`src/rtl/bcd_pkg.sv`:
```
// rtl/bcd_pkg.sv - shared constants and FSM encoding for the serial BCD adder
package bcd_pkg;

   localparam int              BCD_W   = 4;
   localparam logic [BCD_W-1:0] BCD_MAX = 4'd9;
   localparam logic [BCD_W-1:0] BCD_ADJ = 4'd6;

   typedef enum logic [1:0] {
      ST_IDLE = 2'd0,
      ST_ADD  = 2'd1,
      ST_DONE = 2'd2
   } state_t;

endpackage

```
`src/rtl/bcd_digit_add.sv`:
```
// rtl/bcd_digit_add.sv - combinational single-digit BCD add with +6 correction
module bcd_digit_add
   import bcd_pkg::*;
(
   input  logic [BCD_W-1:0] a_i,
   input  logic [BCD_W-1:0] b_i,
   input  logic             c_i,
   output logic [BCD_W-1:0] digit_o,
   output logic             carry_o,
   output logic             inv_o
);

   logic [BCD_W:0] t;
   logic [BCD_W:0] t_adj;

   assign t     = {1'b0, a_i} + {1'b0, b_i} + {{BCD_W{1'b0}}, c_i};
   assign t_adj = t + {1'b0, BCD_ADJ};

   // Out-of-range digits go through the same rule; only the flag marks them.
   always_comb begin
      digit_o = t[BCD_W-1:0];
      carry_o = 1'b0;
      if (t > {1'b0, BCD_MAX}) begin
         digit_o = t_adj[BCD_W-1:0];
         carry_o = 1'b1;
      end
   end

   assign inv_o = (a_i > BCD_MAX) || (b_i > BCD_MAX);

endmodule

```
`src/rtl/bcd_serial_adder.sv`:
```
// rtl/bcd_serial_adder.sv - multi-digit BCD adder, one digit per clock, LSD first
module bcd_serial_adder
   import bcd_pkg::*;
#(
   parameter int DIGITS = 4
)(
   input  logic                  clk,
   input  logic                  rst,
   input  logic                  start,
   input  logic [4*DIGITS-1:0]   a,
   input  logic [4*DIGITS-1:0]   b,
   input  logic                  cin,
   output logic                  busy,
   output logic                  done,
   output logic [4*DIGITS-1:0]   sum,
   output logic                  cout,
   output logic                  err
);

   localparam int W     = BCD_W * DIGITS;
   localparam int IDX_W = (DIGITS > 1) ? $clog2(DIGITS) : 1;
   localparam logic [IDX_W-1:0] IDX_LAST = IDX_W'(DIGITS - 1);

   state_t           state_q, state_d;
   logic [IDX_W-1:0] idx_q, idx_d;
   logic             carry_q, carry_d;
   logic             err_acc_q, err_acc_d;
   logic [W-1:0]     a_w_q, a_w_d;
   logic [W-1:0]     b_w_q, b_w_d;
   logic [W-1:0]     s_w_q, s_w_d;
   logic [W-1:0]     sum_q, sum_d;
   logic             cout_q, cout_d;
   logic             err_q, err_d;

   logic [BCD_W-1:0] dig;
   logic             dig_c;
   logic             dig_inv;
   logic [W+BCD_W-1:0] s_cat;

   bcd_digit_add u_digit (
      .a_i     (a_w_q[BCD_W-1:0]),
      .b_i     (b_w_q[BCD_W-1:0]),
      .c_i     (carry_q),
      .digit_o (dig),
      .carry_o (dig_c),
      .inv_o   (dig_inv)
   );

   // New digits enter at the top so digit 0 lands in [3:0] after the last shift.
   assign s_cat = {dig, s_w_q};

   always_comb begin
      state_d   = state_q;
      idx_d     = idx_q;
      carry_d   = carry_q;
      err_acc_d = err_acc_q;
      a_w_d     = a_w_q;
      b_w_d     = b_w_q;
      s_w_d     = s_w_q;
      sum_d     = sum_q;
      cout_d    = cout_q;
      err_d     = err_q;
      case (state_q)
         ST_IDLE: begin
            if (start) begin
               a_w_d     = a;
               b_w_d     = b;
               carry_d   = cin;
               idx_d     = '0;
               err_acc_d = 1'b0;
               s_w_d     = '0;
               state_d   = ST_ADD;
            end
         end
         ST_ADD: begin
            a_w_d     = a_w_q >> BCD_W;
            b_w_d     = b_w_q >> BCD_W;
            s_w_d     = s_cat[W+BCD_W-1:BCD_W];
            carry_d   = dig_c;
            err_acc_d = err_acc_q | dig_inv;
            idx_d     = idx_q + IDX_W'(1);
            if (idx_q == IDX_LAST) begin
               sum_d   = s_cat[W+BCD_W-1:BCD_W];
               cout_d  = dig_c;
               err_d   = err_acc_q | dig_inv;
               idx_d   = '0;
               state_d = ST_DONE;
            end
         end
         ST_DONE: state_d = ST_IDLE;
         default: state_d = ST_IDLE;
      endcase
   end

   always_ff @(posedge clk or posedge rst) begin
      if (rst) begin
         state_q   <= ST_IDLE;
         idx_q     <= '0;
         carry_q   <= 1'b0;
         err_acc_q <= 1'b0;
         a_w_q     <= '0;
         b_w_q     <= '0;
         s_w_q     <= '0;
         sum_q     <= '0;
         cout_q    <= 1'b0;
         err_q     <= 1'b0;
      end else begin
         state_q   <= state_d;
         idx_q     <= idx_d;
         carry_q   <= carry_d;
         err_acc_q <= err_acc_d;
         a_w_q     <= a_w_d;
         b_w_q     <= b_w_d;
         s_w_q     <= s_w_d;
         sum_q     <= sum_d;
         cout_q    <= cout_d;
         err_q     <= err_d;
      end
   end

   assign busy = (state_q == ST_ADD);
   assign done = (state_q == ST_DONE);
   assign sum  = sum_q;
   assign cout = cout_q;
   assign err  = err_q;

endmodule

```
`config.mk`:
```
export PLATFORM = sky130hd
export DESIGN_NAME = bcd_serial_adder
export DESIGN_NICKNAME = d
export VERILOG_FILES = /design/src/rtl/bcd_pkg.sv /design/src/rtl/bcd_digit_add.sv /design/src/rtl/bcd_serial_adder.sv
export SDC_FILE = /design/constraint.sdc
export NUM_CORES = 1
export LEC_CHECK = 0
export ABC_CLOCK_PERIOD_IN_PS = 3200
export BUFFER_PORTS_ARGS = -buffer_cell sky130_fd_sc_hd__buf_2
export CAP_MARGIN = 40
export CORE_MARGIN = 2
export CORE_UTILIZATION = 54
export CTS_CLUSTER_DIAMETER = 50
export DETAILED_ROUTE_END_ITERATION = 12
export PLACE_DENSITY = 0.89
export SYNTH_ARGS = -nofsm -noshare
export SYNTH_HDL_FRONTEND = slang
export SYNTH_SLANG_ARGS = --single-unit
export TNS_END_PERCENT = 50
```
`constraint.sdc`:
```
create_clock -name clk -period 3.2 [get_ports clk]
set_input_delay 0.48 -clock clk [delete_from_list [all_inputs] [get_ports clk]]
set_output_delay 0.48 -clock clk [all_outputs]
set_load 0.01 [all_outputs]
```
==> summary.txt, run 1 <==
Route
  • First-pass detailed-route iteration total: 7
  • Routed WL per cell: 14.9 um
  • Antenna Nets Post-Route: 0
  • Final WL: 6390 um
  • 1st-iter DRT viols: 207
  • # DRC: 0
  • Vias/cell: 5.43
  • Via Count: 2333

Global route
  • Initial antenna violation count: 0
  • Top Usage Layer GRT: met2
  • Met3 usage: 0.0682
  • Grt met2 use: 0.368
  • First-pass GRT wire length: 11300 um
  • Grt ovf: 0
  • Met1 Track Usage GR: 0.308
  • Global-route total usage across every layer: 0.232
  • Vias in the first global route: 2399
  • Largest net degree at the start of global routing: 35

Worst hold path
  • Hold/Removal Path Class: input pin to async pin

Die
  • I/O pin total: 56
  • Core area: 5510 sq um
  • Die Span X: 79.3 um
  • Starting Density: 0.557
  • Row cnt: 27
  • Die area: 6300 sq um
  • Die H: 79.3 um

Job
  • Max-cap viol count: 0

Placement
  • Placed cell count: 414
  • Port Buffers: 55
  • Gpl congestion: 0.798
  • Post-DP HPWL: 4320 um
  • Post-detailed-placement cell area: 3450 sq um
  • Pre-CTS setup slack: 0.347 ns

Outcome
  • Status: finished clean

Setup path
  • Critical Path RT: 3.43 ns
  • Setup CP Type: flop to flop
  • Worst Path Max Fanout: 6
  • Critical Path, Cell by Cell: fa_1, fa_1, xnor2_1, ha_1, nor2b_1, a31o_2, o21a_1, mux2_1
  • Endpoint class of the critical path: flop
  • Critical-path top delay cell: fa_1
  • Most frequent CP cell: fa_1
  • WP buf/inv: 0
  • Worst Path Arrival: 3.19 ns
  • Slowest stage delay, CP: 0.47 ns
  • Top delay family on crit path: adder cells
  • Crit path launch type: flop

Timing
  • Final setup TNS: 0 ns
  • WHS: 0.153 ns
  • # setup viols final: 0
  • Endpoints failing hold: 0
  • Worst clock skew: 0.00796 ns
  • PnR worst setup slack: 0.247 ns
  • Peak Freq: 339 MHz
  • Worst slew pin tran: 0.654 ns
  • RSZ-0062 raised after global routing: no
  • Tmin final: 2.95 ns
  • Rel. slew slack: 0.563
  • Fin crit share: 0.923
  • Final Slew Violations: 0

CTS
  • CTS tree: done
  • Root buf cell: clkbuf_8
  • Worst skew pair latency: 0.35 ns
  • Clock Sinks: 68
  • Num CTS Buffers: 9
  • CTS H-tree depth: 3
  • Reg clk slew, reported paths: 0.08 ns
  • Post CTS Setup Buffer Count: 0
  • Hold Buf Count CTS: 0
  • Resize count post-CTS: 0
  • Worst-case clock buffer depth: 2

Layout
  • # diodes: 0
  • # nets final: 396
  • Most common cell after layout, fill and taps aside: nand2_1
  • Final core utilization: 0.668
  • Layout cells sized above 1: 0.246
  • Final instance area: 3680 sq um
  • Sequential Area: 1700 sq um
  • Fill cell count: 423
  • Finished Layout Cells: 430
  • Layout area overhead: 20.0%
  • Commonest non-fill, non-tap cells in the layout: 74 x nand2_1, 68 x dfrtp_1, 55 x buf_2
  • Multi-input logic area: 1280 sq um

Synthesis
  • Yosys warns: 0
  • Syn avg cell area: 10.4 sq um
  • Cells after Synth: 294
  • Seq/Total Area, Yosys: 0.555
  • Post-synth cell types: 36
  • Synth Register Bits: 68
  • Post-Synthesis Cell Area: 3070 sq um
  • Dominant synthesized flop cell: dfrtp_1
  • Number of synthesized flops with an enable pin: 0
  • Syn Nets: 337
  • FFs w/ async S/R, synth: 1.00

Power
  • Total power: 4.39 mW
  • Power density cells: 1190 nW/um^2
  • Maximum VDD drop: 532 uV
  • P_leak: 1.88 nW
state kept, by name, summed over array words and instances, names as in the netlist:
| signal | count |
|---|---|
| s_w_q | 12 |
| state_q | 2 |
| err_acc_q | 1 |
| cout | 1 |
| a_w_q | 16 |
| err | 1 |
| idx_q | 2 |
| sum | 16 |
| b_w_q | 16 |
| carry_q | 1 |
final cells by class:
cell class,count,area share
clock buffer,9,0.0337
clock inverter,7,0.0269
inverter,5,0.00510
multi-input combinational,204,0.348
sequential,68,0.463
tap,72,0.0245
timing repair buffer,65,0.0987
cells by family (layout without fill, tap and decap cells):
family,Yosys count,count (layout),synth area share
simple gates,96,96,0.136
fa+ha+maj,7,7,0.0335
mux,27,27,0.0890
compound gates,72,72,0.148
xor+xnor,2,2,0.00817
buf+inv,22,86,0.0306
flops,68,68,0.555
path summary, 6_finish.rpt:
kind                            slack [ns]  depth (start not counted)     from        end
min in group clk                      0.35                          2    a[14]  a_w_q[14]
worst min register to register        0.47                          2   sum[5]     sum[5]
max in group asynchronous             2.30                          4      rst   b_w_q[0]
worst max register to register        0.25                          8  carry_q  s_w_q[14]
worst min-delay path                  0.15                          2      rst  a_w_q[14]
worst max-delay path                  0.25                          8  carry_q  s_w_q[14]
synth_stat cells, drive strengths merged (3+ instances only):
master	n	area, sq um
nor2b	9	56.3
a22o	13	114
a21oi	9	45.0
ha	5	62.6
mux2i	25	250
clkbuf	4	15.0
o21ai	37	185
buf	13	60.1
nand2	74	278
inv	5	18.8
and3	3	18.8
dfrtp	68	1700
power breakdown:
part / internal (mW) / switching, mW
clock network: 0.442 / 0.348
registers: 1.24 / 0.262
logic: 0.912 / 1.19
total: 2.60 / 1.80
layer usage:
layer	vias to the layer above	share of wire	routed length, um
met4	0	0.018	114
met1	1111	0.45	2900
met3	10	0.056	357
met5	-	0	0
met2	74	0.47	3030
li1	1138	-	-
Note: power is estimated with default switching activity, not from simulation.
==> inputs of run 2 (changes only) <==
ABC_CLOCK_PERIOD_IN_PS = 3570   (was 3200)
SYNTH_HIERARCHICAL = 1   (was default)
clock period = 3.57 ns   (was 3.2 ns; I/O delays follow)
==> run 2 against run 1 <==
Against the previous run: design area shrank 1.6%; clock skew grew 0.0066 ns; global-route usage decreased by 1.0 points; count of clock-buffer cells in the layout did not move; total power is 14% lower; hold slack got worse by 0.021 ns; routed wire length is 1.1% higher; register-to-register slack better by 0.45 ns; largest power group unchanged.
==> summary.txt, run 2 <==
Power
  • P_leak: 1.64 nW
  • Maximum VDD drop: 473 uV
  • Power density cells: 1040 nW/um^2

CTS
  • Hold Buf Count CTS: 0
  • Reg clk slew, reported paths: 0.08 ns
  • Post CTS Setup Buffer Count: 0
  • Clock Sinks: 68
  • Root buf cell: clkbuf_8
  • CTS tree: done
  • Resize count post-CTS: 0
  • Worst-case clock buffer depth: 2
  • CTS H-tree depth: 3
  • Worst skew pair latency: 0.35 ns
  • Num CTS Buffers: 9

Setup path
  • WP depth: 8
  • Worst Path Max Fanout: 3
  • Reg-to-Reg Start: a_w_q[0]
  • Slowest stage delay, CP: 0.47 ns
  • Top delay family on crit path: adder cells
  • WP buf/inv: 0
  • R2R depth: 8
  • Worst R2R Setup Slack: 0.70 ns
  • Most frequent CP cell: fa_1
  • Critical Path, Cell by Cell: fa_1, fa_1, xnor2_1, ha_1, a31o_1, a2111oi_0, nor2b_1, mux2_2
  • Launch point of the worst path: a_w_q[0]
  • Endpoint class of the critical path: flop
  • Critical path destination: sum[15]
  • Critical-path top delay cell: fa_1
  • Setup CP Type: flop to flop
  • Critical Path RT: 3.80 ns
  • Worst Path Arrival: 3.10 ns
  • Crit path launch type: flop
  • Reg2Reg Capture Point: sum[15]

Layout
  • Most common cell after layout, fill and taps aside: dfrtp_1
  • # diodes: 0
  • Layout cells sized above 1: 0.299
  • Final instance area: 3620 sq um
  • Fill cell count: 435
  • Multi-input logic area: 1250 sq um
  • Sequential Area: 1700 sq um
  • # nets final: 372
  • Commonest non-fill, non-tap cells in the layout: 68 x dfrtp_1, 55 x buf_2, 33 x nor3_1
  • Layout area overhead: 16.7%

Synthesis
  • Number of synthesized flops with an enable pin: 0
  • Synth area leader: dfrtp_1
  • Yosys warns: 6
  • Post-synth top cells: 68 x dfrtp_1, 33 x nor3_1, 22 x o22ai_1
  • Cells after Synth: 279
  • Post-Synthesis Cell Area: 3100 sq um
  • Syn avg cell area: 11.1 sq um
  • Syn Nets: 322
  • FFs w/ async S/R, synth: 1.00
  • Synth top area cells: dfrtp_1 55%, mux2_2 6.2%, nor3_1 5.3%
  • Post-synth cell types: 36
  • Dominant synthesized flop cell: dfrtp_1
  • Synth Register Bits: 68
  • Most common cell in the synthesized netlist: dfrtp_1
  • Area fraction of the dominant cell type after synthesis: 0.548
  • Seq/Total Area, Yosys: 0.548

Timing
  • Worst slew pin tran: 0.839 ns
  • Fin crit share: 0.804
  • RSZ-0062 raised after global routing: no
  • PnR worst setup slack: 0.700 ns
  • Peak Freq: 348 MHz
  • Tmin final: 2.87 ns
  • Rel. slew slack: 0.441
  • Worst clock skew: 0.0145 ns
  • # setup viols final: 0
  • WHS: 0.132 ns
  • Endpoints failing hold: 0
  • Final Slew Violations: 0
  • Final setup TNS: 0 ns

Route
  • Routed WL per cell: 15.9 um
  • Antenna Nets Post-Route: 0
  • 1st-iter DRT viols: 113
  • Vias/cell: 5.95
  • Via Count: 2415
  • First-pass detailed-route iteration total: 4
  • # DRC: 0
  • Final WL: 6460 um

Placement
  • Gpl congestion: 0.800
  • Post-DP HPWL: 4460 um
  • Pre-CTS setup slack: 0.736 ns
  • Port Buffers: 55
  • Post-detailed-placement cell area: 3410 sq um

Outcome
  • Status: finished clean

Die
  • Starting Density: 0.560
  • I/O pin total: 56
  • Die H: 79.8 um
  • Row cnt: 27
  • Core area: 5540 sq um
  • Die Span X: 79.8 um
  • Die area: 6370 sq um

Global route
  • Vias in the first global route: 2288
  • First-pass GRT wire length: 10800 um
  • Largest net degree at the start of global routing: 38
  • Initial antenna violation count: 0
  • Grt ovf: 0
  • Global-route total usage across every layer: 0.222

Worst hold path
  • Hold/Removal Path Class: input pin to async pin

Job
  • Max-cap viol count: 0
[run 2: changes by cell type in the layout (fill, tap and decap cells not counted), sizes merged, moves of 3 or more]
cell    previous run  this run
nor2b              9         1
o32ai              0        10
mux2i             25         1
nor2               2        16
mux2               2        17
nor3               2        33
buf               65        60
o21ai             37        16
nand2             74         8
nand2b             1         4
o22ai              1        22
inv                6        11
[run 2: cell type report]
cell class	instances	share of cell area
well taps	72	0.0249
inverters	9	0.00933
multi-input cells	181	0.346
clock buffers	9	0.0342
clock inverters	7	0.0232
flip-flops and latches	68	0.470
repair buffers	60	0.0919
[run 2: per-stage QoR]
stage               utilization  instances  total power [mW]
global route              0.653        406              4.07
detailed placement        0.616        390              3.14
global placement          0.610        388              3.01
floorplan                     -        279              2.74
CTS                       0.653        406              3.79
finish                    0.653        406              3.77
[run 2: cell families (layout without fill, tap and decap cells)]
group                    after synthesis  count (layout)  share of synthesized area
AO/OA/AOI/OAI                         80              80                      0.183
AND/OR/NAND/NOR                       74              74                      0.117
XOR/XNOR                               2               2                    0.00565
flip-flops                            68              68                      0.548
multiplexers                          18              18                     0.0649
adder cells (fa/ha/maj)                7               7                     0.0331
buffers and inverters                 30              85                     0.0476
[run 2: per-layer routing]
layer / routed length, um / global-route usage / share of wire
met1: 2810 / 0.305 / 0.43
met2: 3140 / 0.332 / 0.49
met3: 391 / 0.0611 / 0.060
met4: 127 / 0.0966 / 0.020
met5: 0 / 0 / 0
[run 2: how the worst min path moves through the flow]
stage	startpoint	slack, ns	to
after floorplan	idx_q[0]	0.46	idx_q[0]
after global placement	err	0.47	err
after detailed placement	err	0.48	err
after CTS	rst	0.13	state_q[0]
after global routing	rst	0.15	idx_q[1]
final	rst	0.13	idx_q[1]
[run 2: report_power, final]
| group | total [mW] | internal (mW) | switching (mW) |
|---|---|---|---|
| combinational | 1.70 | 0.798 | 0.903 |
| clock | 0.651 | 0.333 | 0.318 |
| sequential | 1.42 | 1.13 | 0.288 |
